$ cat config.mk
export PLATFORM = sky130hd
export DESIGN_NAME = tlp_tx_arbiter_flat
export DESIGN_NICKNAME = d
export VERILOG_FILES = /design/src/rtl/tlp_tx_arbiter_if.sv /design/src/rtl/tlp_tx_arbiter.sv /design/src/flat_wrapper.sv
export SDC_FILE = /design/constraint.sdc
export NUM_CORES = 1
export LEC_CHECK = 0
export CORE_MARGIN = 4
export CORE_UTILIZATION = 35
export CTS_BUF_LIST = sky130_fd_sc_hd__clkbuf_4
export DETAILED_ROUTE_END_ITERATION = 10
export PLACE_DENSITY = 0.75
export RECOVER_POWER = 25
export SYNTH_ARGS = -nofsm -noshare
export SYNTH_HDL_FRONTEND = slang
export SYNTH_SLANG_ARGS = --single-unit
$ cat constraint.sdc
create_clock -name pcieClk_in -period 3.8 [get_ports pcieClk_in]
set_input_delay 0.38 -clock pcieClk_in [delete_from_list [all_inputs] [get_ports pcieClk_in]]
set_output_delay 0.38 -clock pcieClk_in [all_outputs]
set_load 0.05 [all_outputs]
$ cat src/rtl/tlp_tx_arbiter_if.sv
// Bundle of per-source request lanes and the shared PCIe TX Avalon-ST channel.
// The arbiter takes the master view; the environment drives the slave view.
interface tlp_tx_arbiter_if #(
    parameter int unsigned NUM_REQ = 3
);
    logic [NUM_REQ*64-1:0] reqData_in;
    logic [NUM_REQ-1:0]    reqValid_in;
    logic [NUM_REQ-1:0]    reqSOP_in;
    logic [NUM_REQ-1:0]    reqEOP_in;
    logic [NUM_REQ-1:0]    reqReady_out;
    logic [63:0]           txData_out;
    logic                  txValid_out;
    logic                  txSOP_out;
    logic                  txEOP_out;
    logic                  txReady_in;
    logic [NUM_REQ-1:0]    grant_out;
    logic                  errProto_out;
    logic                  errStall_out;

    modport master (
        input  reqData_in, reqValid_in, reqSOP_in, reqEOP_in, txReady_in,
        output reqReady_out, txData_out, txValid_out, txSOP_out, txEOP_out,
        output grant_out, errProto_out, errStall_out
    );

    modport slave (
        output reqData_in, reqValid_in, reqSOP_in, reqEOP_in, txReady_in,
        input  reqReady_out, txData_out, txValid_out, txSOP_out, txEOP_out,
        input  grant_out, errProto_out, errStall_out
    );
endinterface

$ cat src/rtl/tlp_tx_arbiter.sv
// Packet-granular round-robin arbiter sharing one 64-bit PCIe TX channel among
// NUM_REQ TLP sources, with a registered output stage and sticky error flags.
module tlp_tx_arbiter #(
    parameter int unsigned NUM_REQ     = 3,
    parameter int unsigned STALL_LIMIT = 64
) (
    input  logic              pcieClk_in,
    input  logic              pcieRstn_in,
    tlp_tx_arbiter_if.master  bus
);

    localparam int unsigned DATA_W = 64;
    localparam int unsigned PTR_W  = (NUM_REQ > 1) ? $clog2(NUM_REQ) : 1;
    localparam int unsigned CNT_W  = $clog2(STALL_LIMIT + 1);

    typedef enum logic {
        S_IDLE = 1'b0,
        S_BUSY = 1'b1
    } state_e;

    state_e               state_q,     state_d;
    logic [PTR_W-1:0]     rr_ptr_q,    rr_ptr_d;
    logic [PTR_W-1:0]     owner_q,     owner_d;
    logic [NUM_REQ-1:0]   grant_q,     grant_d;
    logic [DATA_W-1:0]    tx_data_q,   tx_data_d;
    logic                 tx_valid_q,  tx_valid_d;
    logic                 tx_sop_q,    tx_sop_d;
    logic                 tx_eop_q,    tx_eop_d;
    logic                 err_proto_q, err_proto_d;
    logic                 err_stall_q, err_stall_d;
    logic [CNT_W-1:0]     stall_cnt_q, stall_cnt_d;

    logic                 slot_free_c;
    logic [NUM_REQ-1:0]   ready_c;
    logic                 win_found_c;
    logic [PTR_W-1:0]     win_idx_c;
    logic                 acc_c;
    logic [PTR_W-1:0]     acc_idx_c;

    function automatic logic [PTR_W-1:0] next_ptr(input logic [PTR_W-1:0] p);
        if (32'(p) == NUM_REQ - 1) begin
            return '0;
        end
        return p + PTR_W'(1);
    endfunction

    // First source offering a SOP beat, searching upward from the round-robin pointer.
    always_comb begin : p_winner
        int unsigned cand;
        cand        = 0;
        win_found_c = 1'b0;
        win_idx_c   = '0;
        for (int unsigned k = 0; k < NUM_REQ; k++) begin
            cand = 32'(rr_ptr_q) + k;
            if (cand >= NUM_REQ) begin
                cand = cand - NUM_REQ;
            end
            if (!win_found_c && bus.reqValid_in[cand] && bus.reqSOP_in[cand]) begin
                win_found_c = 1'b1;
                win_idx_c   = PTR_W'(cand);
            end
        end
    end

    // Next-state, handshake and output-register load logic.
    always_comb begin
        state_d     = state_q;
        rr_ptr_d    = rr_ptr_q;
        owner_d     = owner_q;
        grant_d     = grant_q;
        tx_data_d   = tx_data_q;
        tx_valid_d  = tx_valid_q;
        tx_sop_d    = tx_sop_q;
        tx_eop_d    = tx_eop_q;
        err_proto_d = err_proto_q;
        err_stall_d = err_stall_q;
        stall_cnt_d = stall_cnt_q;
        ready_c     = '0;
        acc_c       = 1'b0;
        acc_idx_c   = '0;

        slot_free_c = ~tx_valid_q | bus.txReady_in;

        if (tx_valid_q && bus.txReady_in) begin
            tx_valid_d = 1'b0;
            tx_sop_d   = 1'b0;
            tx_eop_d   = 1'b0;
        end

        case (state_q)
            S_IDLE: begin
                stall_cnt_d = '0;
                // Orphan beats outside a packet are swallowed and flagged.
                for (int unsigned i = 0; i < NUM_REQ; i++) begin
                    if (bus.reqValid_in[i] && !bus.reqSOP_in[i]) begin
                        ready_c[i]  = 1'b1;
                        err_proto_d = 1'b1;
                    end
                end
                if (win_found_c) begin
                    ready_c[win_idx_c] = slot_free_c;
                    acc_c              = slot_free_c;
                    acc_idx_c          = win_idx_c;
                end
                if (acc_c) begin
                    if (bus.reqEOP_in[acc_idx_c]) begin
                        rr_ptr_d = next_ptr(acc_idx_c);
                    end else begin
                        state_d = S_BUSY;
                        owner_d = acc_idx_c;
                        grant_d = NUM_REQ'(1) << acc_idx_c;
                    end
                end
            end

            S_BUSY: begin
                ready_c[owner_q] = slot_free_c;
                acc_c            = bus.reqValid_in[owner_q] & slot_free_c;
                acc_idx_c        = owner_q;
                if (acc_c) begin
                    stall_cnt_d = '0;
                    if (bus.reqSOP_in[owner_q]) begin
                        err_proto_d = 1'b1;
                    end
                    if (bus.reqEOP_in[owner_q]) begin
                        state_d  = S_IDLE;
                        grant_d  = '0;
                        rr_ptr_d = next_ptr(owner_q);
                    end
                end else if (!bus.reqValid_in[owner_q] &&
                             stall_cnt_q < CNT_W'(STALL_LIMIT)) begin
                    stall_cnt_d = stall_cnt_q + CNT_W'(1);
                end
                if (stall_cnt_d == CNT_W'(STALL_LIMIT)) begin
                    err_stall_d = 1'b1;
                end
            end

            default: begin
                state_d = S_IDLE;
                grant_d = '0;
            end
        endcase

        if (acc_c) begin
            tx_data_d  = bus.reqData_in[DATA_W*32'(acc_idx_c) +: DATA_W];
            tx_valid_d = 1'b1;
            tx_sop_d   = bus.reqSOP_in[acc_idx_c];
            tx_eop_d   = bus.reqEOP_in[acc_idx_c];
        end
    end

    always_ff @(posedge pcieClk_in) begin
        if (!pcieRstn_in) begin
            state_q     <= S_IDLE;
            rr_ptr_q    <= '0;
            owner_q     <= '0;
            grant_q     <= '0;
            tx_data_q   <= '0;
            tx_valid_q  <= 1'b0;
            tx_sop_q    <= 1'b0;
            tx_eop_q    <= 1'b0;
            err_proto_q <= 1'b0;
            err_stall_q <= 1'b0;
            stall_cnt_q <= '0;
        end else begin
            state_q     <= state_d;
            rr_ptr_q    <= rr_ptr_d;
            owner_q     <= owner_d;
            grant_q     <= grant_d;
            tx_data_q   <= tx_data_d;
            tx_valid_q  <= tx_valid_d;
            tx_sop_q    <= tx_sop_d;
            tx_eop_q    <= tx_eop_d;
            err_proto_q <= err_proto_d;
            err_stall_q <= err_stall_d;
            stall_cnt_q <= stall_cnt_d;
        end
    end

    // Readiness is held off while reset is asserted so no beat is consumed.
    assign bus.reqReady_out = pcieRstn_in ? ready_c : '0;
    assign bus.txData_out   = tx_data_q;
    assign bus.txValid_out  = tx_valid_q;
    assign bus.txSOP_out    = tx_sop_q;
    assign bus.txEOP_out    = tx_eop_q;
    assign bus.grant_out    = grant_q;
    assign bus.errProto_out = err_proto_q;
    assign bus.errStall_out = err_stall_q;

endmodule
$ cat src/flat_wrapper.sv
// flat-port wrapper written by rule: the top's interface ports become plain ports
module tlp_tx_arbiter_flat 
#(
    parameter int unsigned NUM_REQ     = 3,
    parameter int unsigned STALL_LIMIT = 64
)
  (pcieClk_in, pcieRstn_in, bus_reqData_in, bus_reqValid_in, bus_reqSOP_in, bus_reqEOP_in, bus_txReady_in, bus_reqReady_out, bus_txData_out, bus_txValid_out, bus_txSOP_out, bus_txEOP_out, bus_grant_out, bus_errProto_out, bus_errStall_out);
  tlp_tx_arbiter_if #(.NUM_REQ(NUM_REQ)) bus_i ();
  input  logic pcieClk_in;
  input  logic pcieRstn_in;
  input wire logic [$bits(bus_i.reqData_in)-1:0] bus_reqData_in;
  input wire logic [$bits(bus_i.reqValid_in)-1:0] bus_reqValid_in;
  input wire logic [$bits(bus_i.reqSOP_in)-1:0] bus_reqSOP_in;
  input wire logic [$bits(bus_i.reqEOP_in)-1:0] bus_reqEOP_in;
  input wire logic [$bits(bus_i.txReady_in)-1:0] bus_txReady_in;
  output wire logic [$bits(bus_i.reqReady_out)-1:0] bus_reqReady_out;
  output wire logic [$bits(bus_i.txData_out)-1:0] bus_txData_out;
  output wire logic [$bits(bus_i.txValid_out)-1:0] bus_txValid_out;
  output wire logic [$bits(bus_i.txSOP_out)-1:0] bus_txSOP_out;
  output wire logic [$bits(bus_i.txEOP_out)-1:0] bus_txEOP_out;
  output wire logic [$bits(bus_i.grant_out)-1:0] bus_grant_out;
  output wire logic [$bits(bus_i.errProto_out)-1:0] bus_errProto_out;
  output wire logic [$bits(bus_i.errStall_out)-1:0] bus_errStall_out;
  assign bus_i.reqData_in = bus_reqData_in;
  assign bus_i.reqValid_in = bus_reqValid_in;
  assign bus_i.reqSOP_in = bus_reqSOP_in;
  assign bus_i.reqEOP_in = bus_reqEOP_in;
  assign bus_i.txReady_in = bus_txReady_in;
  assign bus_reqReady_out = bus_i.reqReady_out;
  assign bus_txData_out = bus_i.txData_out;
  assign bus_txValid_out = bus_i.txValid_out;
  assign bus_txSOP_out = bus_i.txSOP_out;
  assign bus_txEOP_out = bus_i.txEOP_out;
  assign bus_grant_out = bus_i.grant_out;
  assign bus_errProto_out = bus_i.errProto_out;
  assign bus_errStall_out = bus_i.errStall_out;
  tlp_tx_arbiter #(.NUM_REQ(NUM_REQ), .STALL_LIMIT(STALL_LIMIT)) u_core (.pcieClk_in(pcieClk_in), .pcieRstn_in(pcieRstn_in), .bus(bus_i));
endmodule
==> results of run 1 <==
-- area by class of cell --
| class | count | area share [%] |
|---|---|---|
| Sequential cell | 84 | 21.3 |
| Multi-Input combinational cell | 415 | 36.6 |
| Timing Repair Buffer | 286 | 36.7 |
| Clock inverter | 5 | 0.968 |
| Inverter | 11 | 0.524 |
| Tap cell | 176 | 2.79 |
| Clock buffer | 11 | 1.05 |
| Antenna cell | 1 | 0.0318 |
-- sequential cells by signal, indices dropped and copies added (netlist names) --
signal and count:
u_core.bus.errProto_out 1, u_core.bus.errStall_out 1, u_core.bus.grant_out 3, u_core.bus.txData_out 64
u_core.bus.txEOP_out 1, u_core.bus.txSOP_out 1, u_core.bus.txValid_out 1, u_core.owner_q 2
u_core.rr_ptr_q 2, u_core.stall_cnt_q 7, u_core.state_q 1
-- cell families (layout without fill, tap and decap cells) --
logic type                 count (synthesis)  count (layout)
AOI/OAI and AO/OA                        250             250
DFF                                       84              84
and+or+nand+nor                           84              84
muxes                                     72              72
buffers and inverters                     62             313
xor gates and xnor gates                   5               5
adders and majority gates                  4               4
other                                      0               1
-- worst max-delay path, cell delays in order (launching register included) --
cell and delay [ns]:
sky130_fd_sc_hd__dfxtp_1 0.41, sky130_fd_sc_hd__inv_1 0.06, sky130_fd_sc_hd__ha_1 0.47, sky130_fd_sc_hd__a21boi_1 0.22
sky130_fd_sc_hd__o211ai_1 0.13, sky130_fd_sc_hd__a21oi_1 0.51, sky130_fd_sc_hd__a31oi_1 0.17, sky130_fd_sc_hd__o32ai_1 0.15
sky130_fd_sc_hd__and2_1 0.16, sky130_fd_sc_hd__dlygate4sd2_1 0.52
-- cells in the final DEF, fill, tap and decap left out, drive strengths merged, types with 10 or more instances in the layout --
cell type	n
o21ai	79
nor2	21
nand3	10
dlygate4sd3	37
nand2	18
buf	10
a22oi	64
clkbuf	12
mux2	65
clkdlybuf4s50	237
a21oi	73
dfxtp	84
-- metal layers --
layer,up-vias,track usage (%),wire [um]
li1,2618,-,-
met1,2530,24.2,6920
met2,277,37.4,8670
met3,37,6.44,1470
met4,0,7.91,394
met5,-,0,0
-- power by group through the flow --
stage	combinational (mW)	clock, mW	sequential (mW)
global route	4.38	0.641	1.39
global placement	4.08	0	1.36
CTS	4.15	0.604	1.35
finish	4.09	0.585	1.35
floorplan	1.96	0	2.26
detailed placement	4.13	0	1.37
-- final timing paths --
kind / start / endpoint / slack, ns / depth (start not counted)
worst max-delay path: u_core.rr_ptr_q[0] / bus_reqReady_out[2] / 0.18 / 9
worst min-delay path: pcieRstn_in / u_core.state_q / 0.35 / 3
worst max register to register: u_core.rr_ptr_q[0] / u_core.bus.txData_out[26] / 0.63 / 10
worst min register to register: u_core.bus.grant_out[1] / u_core.bus.grant_out[1] / 0.48 / 2
-- per-stage QoR --
stage	instance area, um2	total power, mW	worst slack [ns]	hold WS [ns]	util, %
4_1_cts	7870	6.11	0.126	0.290	58.9
6_report	7880	6.02	0.179	0.346	59.0
2_1_floorplan	4810	4.22	0.673	0.469	-
3_5_place_dp	7700	5.50	0.0460	0.455	57.7
3_3_place_gp	7700	5.44	0.288	0.444	57.7
5_1_grt	7880	6.40	-0.00392	0.309	59.0
-- what timing repair did --
item                                    CTS  global route
endpoints found under the setup margin    3             2
gates cloned                              0             0
resized for setup                         4             4
==> results.yml, run 1 <==
timing:
  finalCriticalPeriod_ns: 3.62
  fin_setup_tns_ns: 0
  period_utilization_post_route_pct: 95.3
  slew_headroom_pct: 45.7
  finalClockSkew_ns: 0.0169
  timing_max_transition_violations_final: 0
  finalHoldViolCount: 0
  upper_clock_frequency_limit_ghz: 0.276
  finalSetupViolCount: 0
  tightest_pin_transition_ns: 0.812
setup_path:
  critical_path_required_ns: 3.42
  worst_ep_arrival_time_ns: 3.24
  critPathKind: "reg2out"
  critical_path_start_type: "register"
  timing.critical_path.fanout_max: 9
  setup.worst_path.end_class: "output pin"
routing:
  vias: 5462
  drt-pass1-iter-count: 5
  avgRoutedWirePerCell_um: 17.6
  drt_first_iter_violations: 502
  drt_drc_violations_left: 0
  overall_routed_net_length_um: 17500
  via_cell_ratio: 5.52
  postRouteAntennaNets: 0
synthesis:
  ys_seq_area_share_pct: 34.9
  ys.flop_type: "sky130_fd_sc_hd__dfxtp_1"
  post-synth-top-count-cell: "sky130_fd_sc_hd__dfxtp_1"
  synthXorXnorAreaFrac_pct: 0.910
  post_synthesis_async_set_or_reset_flop_share_pct: 0
  netlist_top_cells_count: "sky130_fd_sc_hd__dfxtp_1, sky130_fd_sc_hd__a21oi_1, sky130_fd_sc_hd__o21ai_0, sky130_fd_sc_hd__mux2_2, sky130_fd_sc_hd__a22oi_1"
  synth.lib_cells_used.distinct: 55
  synth_fa_ha_area_share_pct: 1.04
  syn_avg_cell_area_um2: 8.58
  synthSimpleGateAreaFrac_pct: 8.97
  synth_enable_flop_cells: 0
  postSynthCellCount: 561
  yosys_warnings: 0
  netlist.top_cell.by_area: "sky130_fd_sc_hd__dfxtp_1"
  synth_seq_cells: 84
  synth_compound_gate_area_share_pct: 31.7
  synth.top_cells.by_area: "sky130_fd_sc_hd__dfxtp_1, sky130_fd_sc_hd__mux2_2, sky130_fd_sc_hd__a22oi_1"
  synth_nets: 769
  netlist_area_mm2: 0.00481
  post_synth_mux_area_share_pct: 16.7
  synth_top_area_share_pct: 34.9
  dominant_combinational_cell_family_by_area_after_synthesis: "compound AO/OA/AOI/OAI gates"
floorplan:
  coreArea_mm2: 0.0133
  top_level_ports: 279
  fp-row-count: 42
  die-height_um: 125
  die_w_um: 125
  die_area_mm2: 0.0157
  start_util_pct: 36.1
cts:
  cts.sinks: 84
  worstSkewPairLatency_ns: 0.44
  clkTransAtPathRegs_ns: 0.14
  cts.repair_timing.setup_buffer_count: 0
  numCtsBuffers: 9
  cts_max_level: 3
  clock_path_buffers: 2
  holdBufCountCts: 0
  clockRootBuffer: "sky130_fd_sc_hd__clkbuf_4"
  cts_tree: "yes"
power_and_ir_drop:
  seq_power_share_pct: 22.4
  peak_supply_drop_mv: 0.387
  p_sw_share_pct: 49.7
  clkPwrFrac_pct: 9.7
  p_comb_share_pct: 67.9
  int_power_mw: 3.03
  leakage_nw: 2.98
  power-per-cell-area_mw_per_mm2: 764
  net-switching-power_mw: 2.99
layout:
  layout.cells.non_filler: 989
  multi_input_comb_area_mm2: 0.00289
  post_route_cells_drive_above_1_share_pct: 11.8
  areaGrowthSynthToFinish_pct: 63.7
  n_fill_cell: 1182
  final_nets: 1015
  sequential_cell_area_mm2: 0.00168
run_status:
  result_of_the_run: "finished, final reports clean"
global_route:
  global_route.usage.total_pct: 21.2
  vias_in_the_first_global_route: 5513
  grt_pass1_wl_um: 27500
  grt_overflow_total: 0
  number_of_antenna_violations_at_the_first_check_in_global_routing: 1
  maximum_number_of_pins_on_one_net_before_global_route_repair: 75
placed_design:
  post-place-cells: 972
  dp.final_hpwl_um: 13200
  place.port_buffers: 278
  routabilityCongestion: 0.992
job:
  maxCapViolCount: 0
worst_hold_path:
  hold_path.class: "in2reg"
Power figures use the tool's default switching activity.
==> run 2, diff against run 1 <==
--- a/config.mk
+++ b/config.mk
@@ -5,6 +5,7 @@
 export SDC_FILE = /design/constraint.sdc
 export NUM_CORES = 1
 export LEC_CHECK = 0
+export CORE_ASPECT_RATIO = 0.6
 export CORE_MARGIN = 4
 export CORE_UTILIZATION = 35
 export CTS_BUF_LIST = sky130_fd_sc_hd__clkbuf_4
==> results.yml, run 2 (same netlist as run 1, synthesis figures left out) <==
run_status:
  result_of_the_run: "finished, final reports clean"
routing:
  drt_drc_violations_left: 0
  avgRoutedWirePerCell_um: 18.4
  via_cell_ratio: 5.41
  drt_first_iter_violations: 349
  drt-pass1-iter-count: 5
  vias: 5349
  postRouteAntennaNets: 0
  overall_routed_net_length_um: 18100
timing:
  finalClockSkew_ns: 0.0213
  period_utilization_post_route_pct: 93.9
  finalSetupViolCount: 0
  timing_max_transition_violations_final: 0
  upper_clock_frequency_limit_ghz: 0.280
  rsz_0062_raised_after_global_routing: "false"
  finalHoldViolCount: 0
  tightest_pin_transition_ns: 0.779
  slew_headroom_pct: 47.9
  finalCriticalPeriod_ns: 3.57
  fin_setup_tns_ns: 0
floorplan:
  start_util_pct: 36.7
  die_area_mm2: 0.0158
  die_w_um: 159
  die-height_um: 98.8
  fp-row-count: 32
  top_level_ports: 279
  coreArea_mm2: 0.0131
cts:
  clockRootBuffer: "sky130_fd_sc_hd__clkbuf_4"
  cts.repair_timing.setup_buffer_count: 0
  clkTransAtPathRegs_ns: 0.15
  cts.sinks: 84
  cts_tree: "yes"
  numCtsBuffers: 9
  clock_path_buffers: 2
  cts_max_level: 3
  worstSkewPairLatency_ns: 0.44
worst_hold_path:
  worstHoldStart: "pcieRstn_in"
  hold_depth: 3
  whs_endpoint: "u_core.rr_ptr_q[1]"
  hold_path.class: "in2reg"
layout:
  final_nets: 1021
  layout.cells.non_filler: 988
  multi_input_comb_area_mm2: 0.00287
  n_fill_cell: 1136
  post-route-util_pct: 59.8
  antenna_cells: 0
  sequential_cell_area_mm2: 0.00168
  areaGrowthSynthToFinish_pct: 63.1
  final_cell_mix: "sky130_fd_sc_hd__clkdlybuf4s50_1, sky130_fd_sc_hd__dfxtp_1, sky130_fd_sc_hd__o21ai_0, sky130_fd_sc_hd__a21oi_1, sky130_fd_sc_hd__mux2_2"
  largest_register_ffs: 64
  layout.cells.most_common: "sky130_fd_sc_hd__clkdlybuf4s50_1"
  post_route_cells_drive_above_1_share_pct: 12.6
placed_design:
  dp.final_hpwl_um: 13800
  post-place-cells: 972
  place.port_buffers: 278
  routabilityCongestion: 0.870
setup_path:
  setup.worst_path.end_class: "output pin"
  critPathKind: "reg2out"
  timing.critical_path.fanout_max: 9
  reg2reg_to: "u_core.bus.txData_out[1]"
  worst_setup_path_start: "u_core.rr_ptr_q[0]"
  rr_startpoint: "u_core.rr_ptr_q[0]"
  timing.reg2reg.setup_slack_ns: 0.50
  critical_path_start_type: "register"
  critical_path_required_ns: 3.42
  worst_ep_arrival_time_ns: 3.19
  worstRegToRegCells: 9
power_and_ir_drop:
  leakage_nw: 2.99
  power-per-cell-area_mw_per_mm2: 756
  peak_supply_drop_mv: 0.358
job:
  maxCapViolCount: 0
global_route:
  number_of_antenna_violations_at_the_first_check_in_global_routing: 0
  maximum_number_of_pins_on_one_net_before_global_route_repair: 75
  grt_overflow_total: 0
  global_route.usage.total_pct: 22.0
  grt_pass1_wl_um: 28700
  vias_in_the_first_global_route: 5443
==> run 2: changes by cell type in the layout (fill, tap and decap cells not counted), moves of 2 or more <==
| cell | change |
|---|---|
| sky130_fd_sc_hd__buf_4 | +8 |
| sky130_fd_sc_hd__buf_12 | -2 |
| sky130_fd_sc_hd__bufinv_16 | -2 |
| sky130_fd_sc_hd__clkinv_1 | -2 |
| sky130_fd_sc_hd__inv_6 | +2 |
==> run 2: metrics by stage <==
| step | power (mW) | hold slack, ns | worst slack (ns) | area [um2] |
|---|---|---|---|---|
| 6_report | 5.94 | 0.328 | 0.233 | 7850 |
| 3_5_place_dp | 5.53 | 0.453 | 0.349 | 7720 |
| 2_1_floorplan | 4.22 | 0.469 | 0.673 | 4810 |
| 5_1_grt | 6.34 | 0.318 | 0.0208 | 7850 |
| 3_3_place_gp | 5.46 | 0.452 | 0.396 | 7720 |
| 4_1_cts | 6.03 | 0.297 | 0.00890 | 7840 |
==> run 2: cell type report <==
cell class              count  share of cell area (%)
clock buffers              10                   0.956
clock inverters             6                   0.606
inverters                  11                   0.526
multi-input cells         415                    36.6
flip-flops and latches     84                    21.4
well taps                 170                    2.71
repair buffers            292                    37.2
==> run 2: where the power goes <==
group / leakage (nW) / switching [mW] / total, mW / internal [mW]
combinational: 2.23 / 2.53 / 4.09 / 1.56
clock: 0.0674 / 0.334 / 0.482 / 0.148
sequential: 0.695 / 0.186 / 1.37 / 1.18
total: 2.99 / 3.05 / 5.94 / 2.89
==> run 2: worst max-delay path by stage <==
stage	to	slack [ns]
after CTS	bus_reqReady_out[0]	0.009
after detailed placement	u_core.bus.txData_out[1]	0.35
after global placement	bus_reqReady_out[0]	0.40
after global routing	bus_reqReady_out[1]	0.02
final	bus_reqReady_out[2]	0.23
after floorplan	bus_reqReady_out[1]	0.67
==> run 2: routing by layer <==
layer	wire length [um]	vias to the layer above	GRT usage, %
li1	-	2629	-
met1	7670	2434	26.5
met2	8520	255	37.2
met3	1640	31	8.15
met4	311	0	6.47
met5	0	-	0
==> run 2: what timing repair did <==
action | 4_1_cts | 5_1_grt
resized for setup | 1 | 4
hold buffers | 0 | 0
endpoints found under the setup margin | 1 | 3
==> run 2: worst max-delay path, cell delays in order, from the launching register on <==
cell	delay (ns)
sky130_fd_sc_hd__dfxtp_1	0.40
sky130_fd_sc_hd__inv_1	0.06
sky130_fd_sc_hd__ha_1	0.42
sky130_fd_sc_hd__nor2b_1	0.24
sky130_fd_sc_hd__nand3_1	0.16
sky130_fd_sc_hd__a2111oi_2	0.36
sky130_fd_sc_hd__buf_4	0.17
sky130_fd_sc_hd__nor2_1	0.05
sky130_fd_sc_hd__a31oi_1	0.17
sky130_fd_sc_hd__o32ai_1	0.11
sky130_fd_sc_hd__and2_1	0.19
sky130_fd_sc_hd__dlygate4sd2_1	0.41
==> run 3, diff against run 2 <==
--- a/config.mk
+++ b/config.mk
@@ -6,7 +6,7 @@
 export NUM_CORES = 1
 export LEC_CHECK = 0
 export CORE_ASPECT_RATIO = 0.6
-export CORE_MARGIN = 4
+export CORE_MARGIN = 3
 export CORE_UTILIZATION = 35
 export CTS_BUF_LIST = sky130_fd_sc_hd__clkbuf_4
 export DETAILED_ROUTE_END_ITERATION = 10
==> results.yml, run 3 (same netlist as run 1, synthesis figures left out) <==
setup_path:
  worst_ep_arrival_time_ns: 3.23
  timing.reg2reg.setup_slack_ns: 0.52
  timing.critical_path.fanout_max: 9
  setup.worst_path.end_class: "output pin"
  critPathTopFamily: "simple AND/OR/NAND/NOR gates"
  critical_path_start_type: "register"
  cpMaxStageDelayCell: "sky130_fd_sc_hd__a2111o_1"
  critical_path_required_ns: 3.42
  critPathKind: "reg2out"
  cp_num_buf_inv: 2
  worst_path_largest_cell_delay_ns: 0.44
  worstPathCellList: "inv_1 -> ha_1 -> nor2b_1 -> nand3_1 -> a2111o_1 -> nand2b_1 -> nor4_1 -> o21ai_0 -> a21oi_1 -> dlygate4sd2_1"
cts:
  worstSkewPairLatency_ns: 0.44
  cts_tree: "yes"
  cts_max_level: 3
  holdBufCountCts: 0
  clockRootBuffer: "sky130_fd_sc_hd__clkbuf_4"
  clkTransAtPathRegs_ns: 0.15
  numCtsBuffers: 9
  clock_path_buffers: 2
  post_cts_resized: 1
  cts.repair_timing.setup_buffer_count: 0
  cts.sinks: 84
timing:
  rsz_0062_raised_after_global_routing: "false"
  upper_clock_frequency_limit_ghz: 0.277
  fin_setup_tns_ns: 0
  timing.hold.ws_ns: 0.322
  timing_max_transition_violations_final: 0
  finalClockSkew_ns: 0.0174
  finalSetupViolCount: 0
  period_utilization_post_route_pct: 95.0
  slew_headroom_pct: 48.4
  tightest_pin_transition_ns: 0.772
  finalHoldViolCount: 0
  finalCriticalPeriod_ns: 3.61
layout:
  post_route_cells_drive_above_1_share_pct: 12.3
  final_nets: 1018
  n_fill_cell: 1136
  layout.cells.non_filler: 985
  final_cell_mix: "sky130_fd_sc_hd__clkdlybuf4s50_1, sky130_fd_sc_hd__dfxtp_1, sky130_fd_sc_hd__o21ai_0, sky130_fd_sc_hd__a21oi_1, sky130_fd_sc_hd__mux2_2"
  areaGrowthSynthToFinish_pct: 63.7
  layout.cells.most_common: "sky130_fd_sc_hd__clkdlybuf4s50_1"
  largest_register_ffs: 64
  antenna_cells: 0
floorplan:
  top_level_ports: 279
  start_util_pct: 36.7
  die_area_mm2: 0.0152
  die_w_um: 157
  fp-row-count: 32
  coreArea_mm2: 0.0131
  die-height_um: 96.8
job:
  maxCapViolCount: 0
global_route:
  global_route.usage.total_pct: 22.2
  number_of_antenna_violations_at_the_first_check_in_global_routing: 0
  maximum_number_of_pins_on_one_net_before_global_route_repair: 75
  grt_overflow_total: 0
  vias_in_the_first_global_route: 5203
  grt_pass1_wl_um: 27400
routing:
  drt-pass1-iter-count: 5
  drt_drc_violations_left: 0
  via_cell_ratio: 5.43
  vias: 5346
  drt_first_iter_violations: 408
  postRouteAntennaNets: 0
  avgRoutedWirePerCell_um: 17.9
  overall_routed_net_length_um: 17600
run_status:
  result_of_the_run: "finished, final reports clean"
power_and_ir_drop:
  power-per-cell-area_mw_per_mm2: 767
  peak_supply_drop_mv: 0.342
  leakage_nw: 2.99
placed_design:
  routabilityCongestion: 0.874
  place.port_buffers: 278
  dp.final_hpwl_um: 13400
  post-place-cells: 969
worst_hold_path:
  hold_path.class: "in2reg"
run 3: changes by cell type in the layout (fill, tap and decap cells not counted):
| cell | delta |
|---|---|
| sky130_fd_sc_hd__a21oi_1 | +1 |
| sky130_fd_sc_hd__a21oi_2 | -1 |
| sky130_fd_sc_hd__buf_12 | +1 |
| sky130_fd_sc_hd__buf_4 | -3 |
| sky130_fd_sc_hd__bufinv_16 | +2 |
| sky130_fd_sc_hd__clkinv_2 | -1 |
| sky130_fd_sc_hd__clkinv_4 | -1 |
| sky130_fd_sc_hd__dlymetal6s2s_1 | -1 |
| sky130_fd_sc_hd__inv_6 | -1 |
| sky130_fd_sc_hd__inv_8 | +1 |
run 3: path summary, 6_finish.rpt:
check	from	cells after the start	end
setup reg to reg	u_core.rr_ptr_q[0]	9	u_core.bus.txData_out[0]
hold reg to reg	u_core.bus.grant_out[1]	2	u_core.bus.grant_out[1]
setup / recovery	u_core.rr_ptr_q[0]	10	bus_reqReady_out[0]
hold / removal	pcieRstn_in	3	u_core.state_q
run 3: through the flow:
step	util, %	total power [mW]	cell area [um2]	setup slack (ns)
final	60.0	6.04	7880	0.191
after global placement	58.7	5.45	7700	0.358
after detailed placement	58.7	5.51	7700	0.376
after global routing	60.0	6.45	7880	0.00171
after CTS	60.0	6.15	7880	0.118
after floorplan	-	4.22	4810	0.673
run 3: layout make-up:
class	instances	area (um2)	area share, %
repair buffers	289	2900	36.8
multi-input cells	415	2870	36.4
flip-flops and latches	84	1680	21.3
well taps	170	213	2.70
clock inverters	6	96.3	1.22
clock buffers	10	75.1	0.953
inverters	11	41.3	0.524
run 3: power breakdown:
part,leakage [nW],switching [mW],internal [mW]
clock network,0.0891,0.336,0.282
logic,2.20,2.52,1.56
registers,0.695,0.170,1.18
run 3: metal layers:
metal	up-vias	wire length [um]	global-route usage (%)
li1	2630	-	-
met1	2446	7430	28.0
met2	240	8040	36.2
met3	30	1750	6.88
met4	0	373	6.67
met5	-	0	0
run 3: worst reg2reg max path, stage by stage (launching register included):
cell and delay [ns]:
sky130_fd_sc_hd__dfxtp_1 0.43, sky130_fd_sc_hd__inv_1 0.06, sky130_fd_sc_hd__ha_1 0.46, sky130_fd_sc_hd__nor2b_1 0.15
sky130_fd_sc_hd__a31o_1 0.26, sky130_fd_sc_hd__o41a_1 0.47, sky130_fd_sc_hd__a222oi_1 0.71, sky130_fd_sc_hd__buf_12 0.33
sky130_fd_sc_hd__a22oi_1 0.15, sky130_fd_sc_hd__a21oi_1 0.19
